==> config.mk <==
export PLATFORM = sky130hd
export DESIGN_NAME = cordic_job_arbiter
export DESIGN_NICKNAME = d
export VERILOG_FILES = /design/src/rtl/cordic_job_arbiter.sv
export SDC_FILE = /design/constraint.sdc
export NUM_CORES = 1
export LEC_CHECK = 0
export CORE_AREA = 2 2 145 147
export CTS_CLUSTER_DIAMETER = 50
export CTS_CLUSTER_SIZE = 25
export DETAILED_ROUTE_END_ITERATION = 8
export DIE_AREA = 0 0 147 149
export PLACE_DENSITY = 0.88
export SLEW_MARGIN = 20
export SYNTH_ARGS = -nofsm -noshare
export SYNTH_HDL_FRONTEND = slang
export SYNTH_SLANG_ARGS = --single-unit
==> constraint.sdc <==
create_clock -name clk -period 6.33 [get_ports clk]
set_input_delay 0.633 -clock clk [delete_from_list [all_inputs] [get_ports clk]]
set_output_delay 0.633 -clock clk [all_outputs]
set_load 0.1 [all_outputs]
==> src/rtl/cordic_job_arbiter.sv <==
// Round-robin arbiter that time-shares one bit-serial CORDIC engine among NREQ requesters,
// with a watchdog that aborts a job the engine never finishes.
module cordic_job_arbiter #(
   parameter int unsigned NREQ    = 4,
   parameter int unsigned W       = 16,
   parameter int unsigned TIMEOUT = 512
) (
   input  logic              clk,
   input  logic              rst,
   input  logic [NREQ-1:0]   req_valid,
   output logic [NREQ-1:0]   req_ready,
   input  logic [NREQ*W-1:0] req_x0,
   input  logic [NREQ*W-1:0] req_y0,
   input  logic [NREQ*W-1:0] req_z0,
   output logic [NREQ-1:0]   rsp_valid,
   input  logic [NREQ-1:0]   rsp_ready,
   output logic [W-1:0]      rsp_x,
   output logic [W-1:0]      rsp_y,
   output logic              rsp_err,
   output logic              eng_start,
   output logic [W-1:0]      eng_x0,
   output logic [W-1:0]      eng_y0,
   output logic [W-1:0]      eng_z0,
   input  logic              eng_done,
   input  logic [W-1:0]      eng_x,
   input  logic [W-1:0]      eng_y,
   output logic              busy,
   output logic [2:0]        grant_id
);

   localparam int unsigned CW = $clog2(TIMEOUT);

   typedef enum logic [2:0] {StIdle, StIssue, StArm, StWait, StDeliver} state_t;

   state_t          state;
   logic [2:0]      last;
   logic [CW-1:0]   cnt;
   logic [NREQ-1:0] grant_oh;

   logic            found;
   logic [2:0]      winner;
   logic [NREQ-1:0] win_oh;
   logic [W-1:0]    sel_x0, sel_y0, sel_z0;
   int unsigned     idx;

   // Scan starting just after the last winner so every holder is served within NREQ jobs.
   always_comb begin
      found  = 1'b0;
      winner = '0;
      win_oh = '0;
      sel_x0 = '0;
      sel_y0 = '0;
      sel_z0 = '0;
      idx    = 0;
      for (int unsigned i = 1; i <= NREQ; i++) begin
         idx = (32'(last) + i) % NREQ;
         if (!found && req_valid[idx]) begin
            found       = 1'b1;
            winner      = 3'(idx);
            win_oh[idx] = 1'b1;
            sel_x0      = req_x0[idx*W +: W];
            sel_y0      = req_y0[idx*W +: W];
            sel_z0      = req_z0[idx*W +: W];
         end
      end
   end

   assign req_ready = (state == StIdle && !rst) ? win_oh : '0;

   always_ff @(posedge clk) begin
      if (rst) begin
         state     <= StIdle;
         last      <= 3'(NREQ - 1);
         cnt       <= '0;
         grant_oh  <= '0;
         grant_id  <= '0;
         rsp_valid <= '0;
         rsp_x     <= '0;
         rsp_y     <= '0;
         rsp_err   <= 1'b0;
         eng_start <= 1'b0;
         eng_x0    <= '0;
         eng_y0    <= '0;
         eng_z0    <= '0;
         busy      <= 1'b0;
      end else begin
         eng_start <= 1'b0;
         unique case (state)
            StIdle: begin
               if (found) begin
                  eng_x0    <= sel_x0;
                  eng_y0    <= sel_y0;
                  eng_z0    <= sel_z0;
                  grant_id  <= winner;
                  last      <= winner;
                  grant_oh  <= win_oh;
                  busy      <= 1'b1;
                  eng_start <= 1'b1;
                  state     <= StIssue;
               end
            end
            StIssue: state <= StArm;
            // eng_done may still reflect the previous job here, so it is not looked at.
            StArm: begin
               cnt   <= '0;
               state <= StWait;
            end
            StWait: begin
               cnt <= cnt + 1'b1;
               if (eng_done) begin
                  rsp_x     <= eng_x;
                  rsp_y     <= eng_y;
                  rsp_err   <= 1'b0;
                  rsp_valid <= grant_oh;
                  state     <= StDeliver;
               end else if (cnt == CW'(TIMEOUT - 1)) begin
                  rsp_x     <= '0;
                  rsp_y     <= '0;
                  rsp_err   <= 1'b1;
                  rsp_valid <= grant_oh;
                  state     <= StDeliver;
               end
            end
            StDeliver: begin
               if (|(rsp_valid & rsp_ready)) begin
                  rsp_valid <= '0;
                  busy      <= 1'b0;
                  state     <= StIdle;
               end
            end
            default: state <= StIdle;
         endcase
      end
   end

endmodule

==> results by group, run 1 <==
Yosys
  – Yosys warning count: 0
  – Syn_nets: ~1,200
  – Syn Area/Cell: ~11 um2
  – Post-Synth XOR/XNOR Area: 0
  – Commonest cells in the netlist: mux4_2, nor2_1, dfxtp_1
  – Post-synth EDFFs: 0
  – Synth Area in Adders: 0.0120
  – Mux cell area share after synthesis: 0.431
  – Post-synthesis sequential area ratio: 0.205
  – Complex-gate fraction of the synthesized area: 0.143
  – Cells after Synth: 933
  – Top cells by area, synth: mux4_2, dfxtp_1, nor2_1
  – Cell variety after synth: 41
  – Seq cells post-synth: 107
  – Yosys top cell by area: mux4_2
  – Async set or reset register ratio after synthesis: 0
  – Top-count cell post-synth: mux4_2
  – Share of the synthesized area in the top cell type: 0.423
  – Largest family of logic cells by synthesized area: multiplexers
  – Primary FF master, synth: dfxtp_1
  – Mapped cell area: between 10,000 and 15,000 um2
  – Simple-gate area share of the yosys netlist: 0.154

Drt
  – Post-DR vias/cell: 6.84
  – 1st-iter DRT viols: 704
  – Pre-antenna DRT Iters: 5
  – Routed WL: around 33 mm
  – Routed len/inst: between 20 and 25 um
  – Post-route ant nets: 0
  – Residual DRC: 0
  – Via Count: ~9,900

Job
  – Max cap viols: 0

Setup path
  – Crit end category: output port
  – Crit start category: register
  – Worst r2r path cells: 8
  – Critical Path AT: approximately 4000 ps
  – Worst r2r dst: eng_y0[3]
  – Worst setup path startpoint: last[1]
  – CP required: roughly 5700 ps
  – Setup slack, reg-to-reg: ~2100 ps
  – CP Max Fanout: 48
  – CP Class: reg2out
  – Reg2Reg Launch Point: last[1]

Power and ir drop
  – Logic pwr share: 0.751
  – Switching part of the total: 0.524
  – Worst vdd ir: between 400 and 500 uV
  – Pint: between 3 and 4 mW
  – Pwr/cell area: 487 nW/um2
  – Clock network fraction of design power: 0.092
  – Share of power burned in registers: 0.157
  – Total power: a little under 7 mW
  – Pleak: ~5.2 nW
  – Sw Pwr: 3.58 mW

Timing
  – Period utilisation layout: 0.741
  – Fmax achieved: around 210 MHz
  – Slew of the pin with the lowest slew margin: roughly 1100 ps
  – Slew Limit Fails: 0
  – Final setup violation count: 0
  – Relative slew slack: 0.271
  – Setup TNS: 0 ps
  – Shortest period the worst path allows: roughly 4700 ps
  – RSZ-0062 raised after global routing: no
  – Setup Skew: roughly 17 ps
  – Final hold violation count: 0
  – Final worst slack: around 1600 ps

Placed design
  – Gpl congestion: 0.819
  – Count of input and output buffers: 327
  – Post-DP HPWL: between 20 and 25 mm
  – Placed cell count: approximately 1,400
  – Pre-CTS WS: approximately 1700 ps

Die
  – I/O pin count: about 330
  – Die W: about 150 um
  – Core area: 20,600 um2
  – Die area: ~22,000 um2
  – Row cnt: 53
  – Die Span Y: 149 um
  – Starting Density: 0.507

Finish
  – Fin nets: 1,418
  – Register area: about 2100 um2
  – Ratio of cells with drive above 1 in the final layout: 0.248
  – Fillers: 1,505
  – Fin util: 0.682
  – Fin cells: around 1,500
  – Synthesis-to-finish area growth: 34.4%
  – Ant diodes: 0
  – Area of the multi-input gates: 7780 um2

Clocking
  – Num CTS Buffers: 9
  – CTS resizes: 0
  – Post-CTS Setup Inserts: 0
  – Htree depth: 3
  – CTS tree: done
  – Root buffer cell: clkbuf_16
  – Hold Buf Count CTS: 0
  – Worst skew pair latency: between 300 and 400 ps
  – CTS Sinks: around 110
  – CTS Buffer Depth: 2
  – Clock Pin Slew Worst Setup and Hold Paths: approximately 80 ps

Hold path
  – Min-delay worst type: reg2reg
  – Hold endpoint: cnt[8]
  – Hold path start: cnt[8]
  – Hold Path Stages: 2

Global routing
  – Largest net degree at the start of global routing: 76
  – Vias in the first global route: between 9,000 and 10,000
  – Initial antenna violation count: 0
  – GRT Overall Usage: 0.302
  – First-pass GRT wire length: roughly 52 mm
  – Overflow after GRT: 0

Status
  – Status: completed
-- how the worst max path moves through the flow --
stage,endpoint,slack (ps),cells after the start
after detailed placement,eng_y0[15],1690,8
final,req_ready[3],1640,8
after floorplan,req_ready[0],1450,12
after CTS,req_ready[3],1570,8
after global placement,eng_z0[1],1900,8
after global routing,req_ready[3],1350,8
-- critical path: stages (launching register included) --
cell and delay [ps]:
dfxtp_4 810, inv_1 280, ha_4 710, mux4_2 570
nor2b_4 360, a221oi_1 130, o31a_1 380, nor2_1 140
buf_4 310
-- power groups by stage --
stage	Clock (mW)	Sequential (mW)	Combinational [mW]
after global routing	0.667	1.10	5.41
final	0.629	1.07	5.13
after floorplan	0	2.07	3.05
after detailed placement	0	1.09	5.09
after global placement	0	1.08	4.98
after CTS	0.640	1.07	5.10
-- through the flow --
| step | cell area, um2 | hold WS, ps |
|---|---|---|
| global route | 14000 | 492 |
| floorplan | 10400 | 436 |
| detailed placement | 13700 | 454 |
| CTS | 14000 | 471 |
| finish | 14000 | 474 |
| global placement | 13700 | 445 |
-- cell type report --
class,instances,share of cell area
multi-input cells,708,0.555
repair buffers,341,0.242
flip-flops and latches,107,0.153
well taps,275,0.0246
clock buffers,9,0.0161
clock inverters,7,0.00732
inverters,6,0.00161
-- registers in the layout (all words and copies together), names as in the netlist, 3 cells and up --
| name | flops |
|---|---|
| eng_x0 | 16 |
| eng_y0 | 16 |
| eng_z0 | 16 |
| rsp_x | 16 |
| rsp_y | 16 |
| cnt | 9 |
| grant_oh | 4 |
| rsp_valid | 4 |
| state | 3 |
-- layer usage --
metal / global-route usage / part of all wire / vias to the layer above
li1: - / - / 4321
met1: 0.381 / 0.37 / 4975
met2: 0.517 / 0.51 / 568
met3: 0.0636 / 0.092 / 79
met4: 0.111 / 0.031 / 0
met5: 0 / 0 / -
-- logic make-up after synthesis --
group                      count (synthesis)
AOI/OAI and AO/OA                        179
adders and majority gates                 10
buffers and inverters                    118
DFF                                      107
muxes                                    204
other                                      1
and+or+nand+nor                          314
-- layout by cell type, fill, tap and decap left out, types with 4 or more instances in the layout --
cell,netlist,layout
a211oi_2,4,4
o211a_1,46,46
a221oi_1,50,50
a21oi_1,13,13
nor2b_1,8,5
dfxtp_1,107,105
a22oi_1,40,40
mux4_2,196,196
nand2_1,22,21
nand2b_1,7,7
nor2_1,157,156
clkbuf_16,0,9
o21ai_0,11,11
clkdlybuf4s50_1,0,322
mux2i_1,5,4
buf_4,10,18
nand3_1,55,55
ha_1,10,9
inv_1,6,6
nor3_2,40,40
o31a_1,4,4
nor3_1,11,11
(Power assumes the default switching activity.)
==> run 2, diff against run 1 <==
--- a/config.mk
+++ b/config.mk
@@ -5,12 +5,12 @@
 export SDC_FILE = /design/constraint.sdc
 export NUM_CORES = 1
 export LEC_CHECK = 0
-export CORE_AREA = 2 2 145 147
+export CORE_AREA = 2 2 157 159
 export CTS_CLUSTER_DIAMETER = 50
 export CTS_CLUSTER_SIZE = 25
 export DETAILED_ROUTE_END_ITERATION = 8
-export DIE_AREA = 0 0 147 149
-export PLACE_DENSITY = 0.88
+export DIE_AREA = 0 0 159 161
+export PLACE_DENSITY = 0.8
 export SLEW_MARGIN = 20
 export SYNTH_ARGS = -nofsm -noshare
 export SYNTH_HDL_FRONTEND = slang
==> constraint.sdc (replaced) <==
create_clock -name clk -period 4.12 [get_ports clk]
set_input_delay 0.412 -clock clk [delete_from_list [all_inputs] [get_ports clk]]
set_output_delay 0.412 -clock clk [all_outputs]
set_load 0.1 [all_outputs]
==> results by group, run 2 (synthesized netlist as in run 1, its figures left out) <==
Status
  – Status: completed

Timing
  – RSZ-0062 raised after global routing: no
  – Final hold violation count: 0
  – Slew Limit Fails: 0
  – Relative slew slack: 0.254
  – Period utilisation layout: 0.844
  – Shortest period the worst path allows: between 3000 and 4000 ps
  – Final setup violation count: 0
  – Fmax achieved: approximately 290 MHz
  – Setup Skew: about 15 ps
  – Setup TNS: 0 ps
  – Slew of the pin with the lowest slew margin: between 1000 and 1500 ps

Placed design
  – Count of input and output buffers: 327
  – Gpl congestion: around 0.81
  – Area after DPL: between 10,000 and 15,000 um2
  – Post-DP HPWL: about 23 mm

Clocking
  – Hold Buf Count CTS: 0
  – CTS Buffer Depth: 2
  – CTS Sinks: 107
  – Htree depth: 3
  – Root buffer cell: clkbuf_16
  – CTS resizes: 0
  – Clock Pin Slew Worst Setup and Hold Paths: about 80 ps
  – CTS tree: done
  – Worst skew pair latency: between 300 and 400 ps
  – Num CTS Buffers: 9
  – Post-CTS Setup Inserts: 0

Setup path
  – Critical Path AT: slightly above 3000 ps
  – Crit start category: register
  – CP Class: reg2out
  – Crit end category: output port
  – CP Max Fanout: 35
  – CP required: between 3000 and 4000 ps

Drt
  – Residual DRC: 0
  – 1st-iter DRT viols: about 770
  – Post-route ant nets: 0
  – Post-DR vias/cell: approximately 6.5
  – Routed len/inst: 22.2 um
  – Routed WL: 33.5 mm
  – Pre-antenna DRT Iters: 5
  – Via Count: 9,835

Die
  – Die area: about 26,000 um2
  – I/O pin count: between 300 and 400
  – Row cnt: 57
  – Core area: about 24,000 um2
  – Starting Density: 0.435
  – Die W: between 150 and 200 um
  – Die Span Y: 161 um

Global routing
  – GRT Overall Usage: 0.257
  – Overflow after GRT: 0
  – Vias in the first global route: between 9,000 and 10,000
  – Largest net degree at the start of global routing: roughly 140
  – First-pass GRT wire length: around 53 mm
  – Initial antenna violation count: 0

Finish
  – Ant diodes: 0
  – Fin nets: approximately 1,400
  – Ratio of cells with drive above 1 in the final layout: 0.255
  – Fin util: 0.593
  – Most common cell after layout, fill and taps aside: clkdlybuf4s50_1
  – Most frequent cells in the layout: clkdlybuf4s50_1, mux4_2, nor2_1, dfxtp_1, nand3_1
  – Finished Cell Area: 14,200 um2
  – Synthesis-to-finish area growth: 36.3%

Hold path
  – Min-delay worst type: reg2reg

Power and ir drop
  – Pwr/cell area: roughly 740 nW/um2
  – Worst vdd ir: between 400 and 500 uV
  – Pleak: 5.23 nW

Job
  – Max cap viols: 0
[run 2: path summary, 6_finish.rpt]
check             slack [ps]   startpoint  depth (start not counted)      endpoint
setup / recovery         640      last[0]                          7  req_ready[3]
hold / removal           470  grant_id[0]                          2   grant_id[0]
setup reg to reg         830      last[0]                          8     eng_z0[2]
hold reg to reg          470  grant_id[0]                          2   grant_id[0]
[run 2: layout make-up]
cell class | count | area, um2
Fill cell | 1961 | 9750
Multi-Input combinational cell | 708 | 7820
Timing Repair Buffer | 347 | 3510
Sequential cell | 107 | 2150
Tap cell | 324 | 405
Clock buffer | 9 | 225
Clock inverter | 7 | 83.8
Inverter | 6 | 22.5
[run 2: routing by layer]
metal  global-route usage  vias up  part of all wire
met1                0.310     4918              0.37
li1                     -     4316                 -
met3               0.0580       66             0.086
met5                    0        -                 0
met2                0.453      535              0.51
met4               0.0955        0             0.031
[run 2: critical path, stage by stage (launching register included)]
cell and delay (ps):
dfxtp_4 420, buf_4 490, mux4_2 640, buf_4 330, a221oi_1 300, o31a_1 290
nor2_4 50, buf_12 170
[run 2: per-stage QoR]
| stage | hold WS [ps] | instances | setup WS (ps) | power (mW) |
|---|---|---|---|---|
| finish | 465 | 1508 | 641 | 10.6 |
| floorplan | 436 | 933 | 214 | 7.89 |
| CTS | 465 | 1507 | 618 | 10.6 |
| detailed placement | 455 | 1491 | 750 | 9.64 |
| global placement | 445 | 1491 | 841 | 9.49 |
| global route | 492 | 1508 | 453 | 11.1 |
[run 2: where the power goes]
part	internal (mW)	switching, mW
Clock	0.433	0.474
Sequential	1.31	0.179
Combinational	3.27	4.90
Total	5.01	5.55
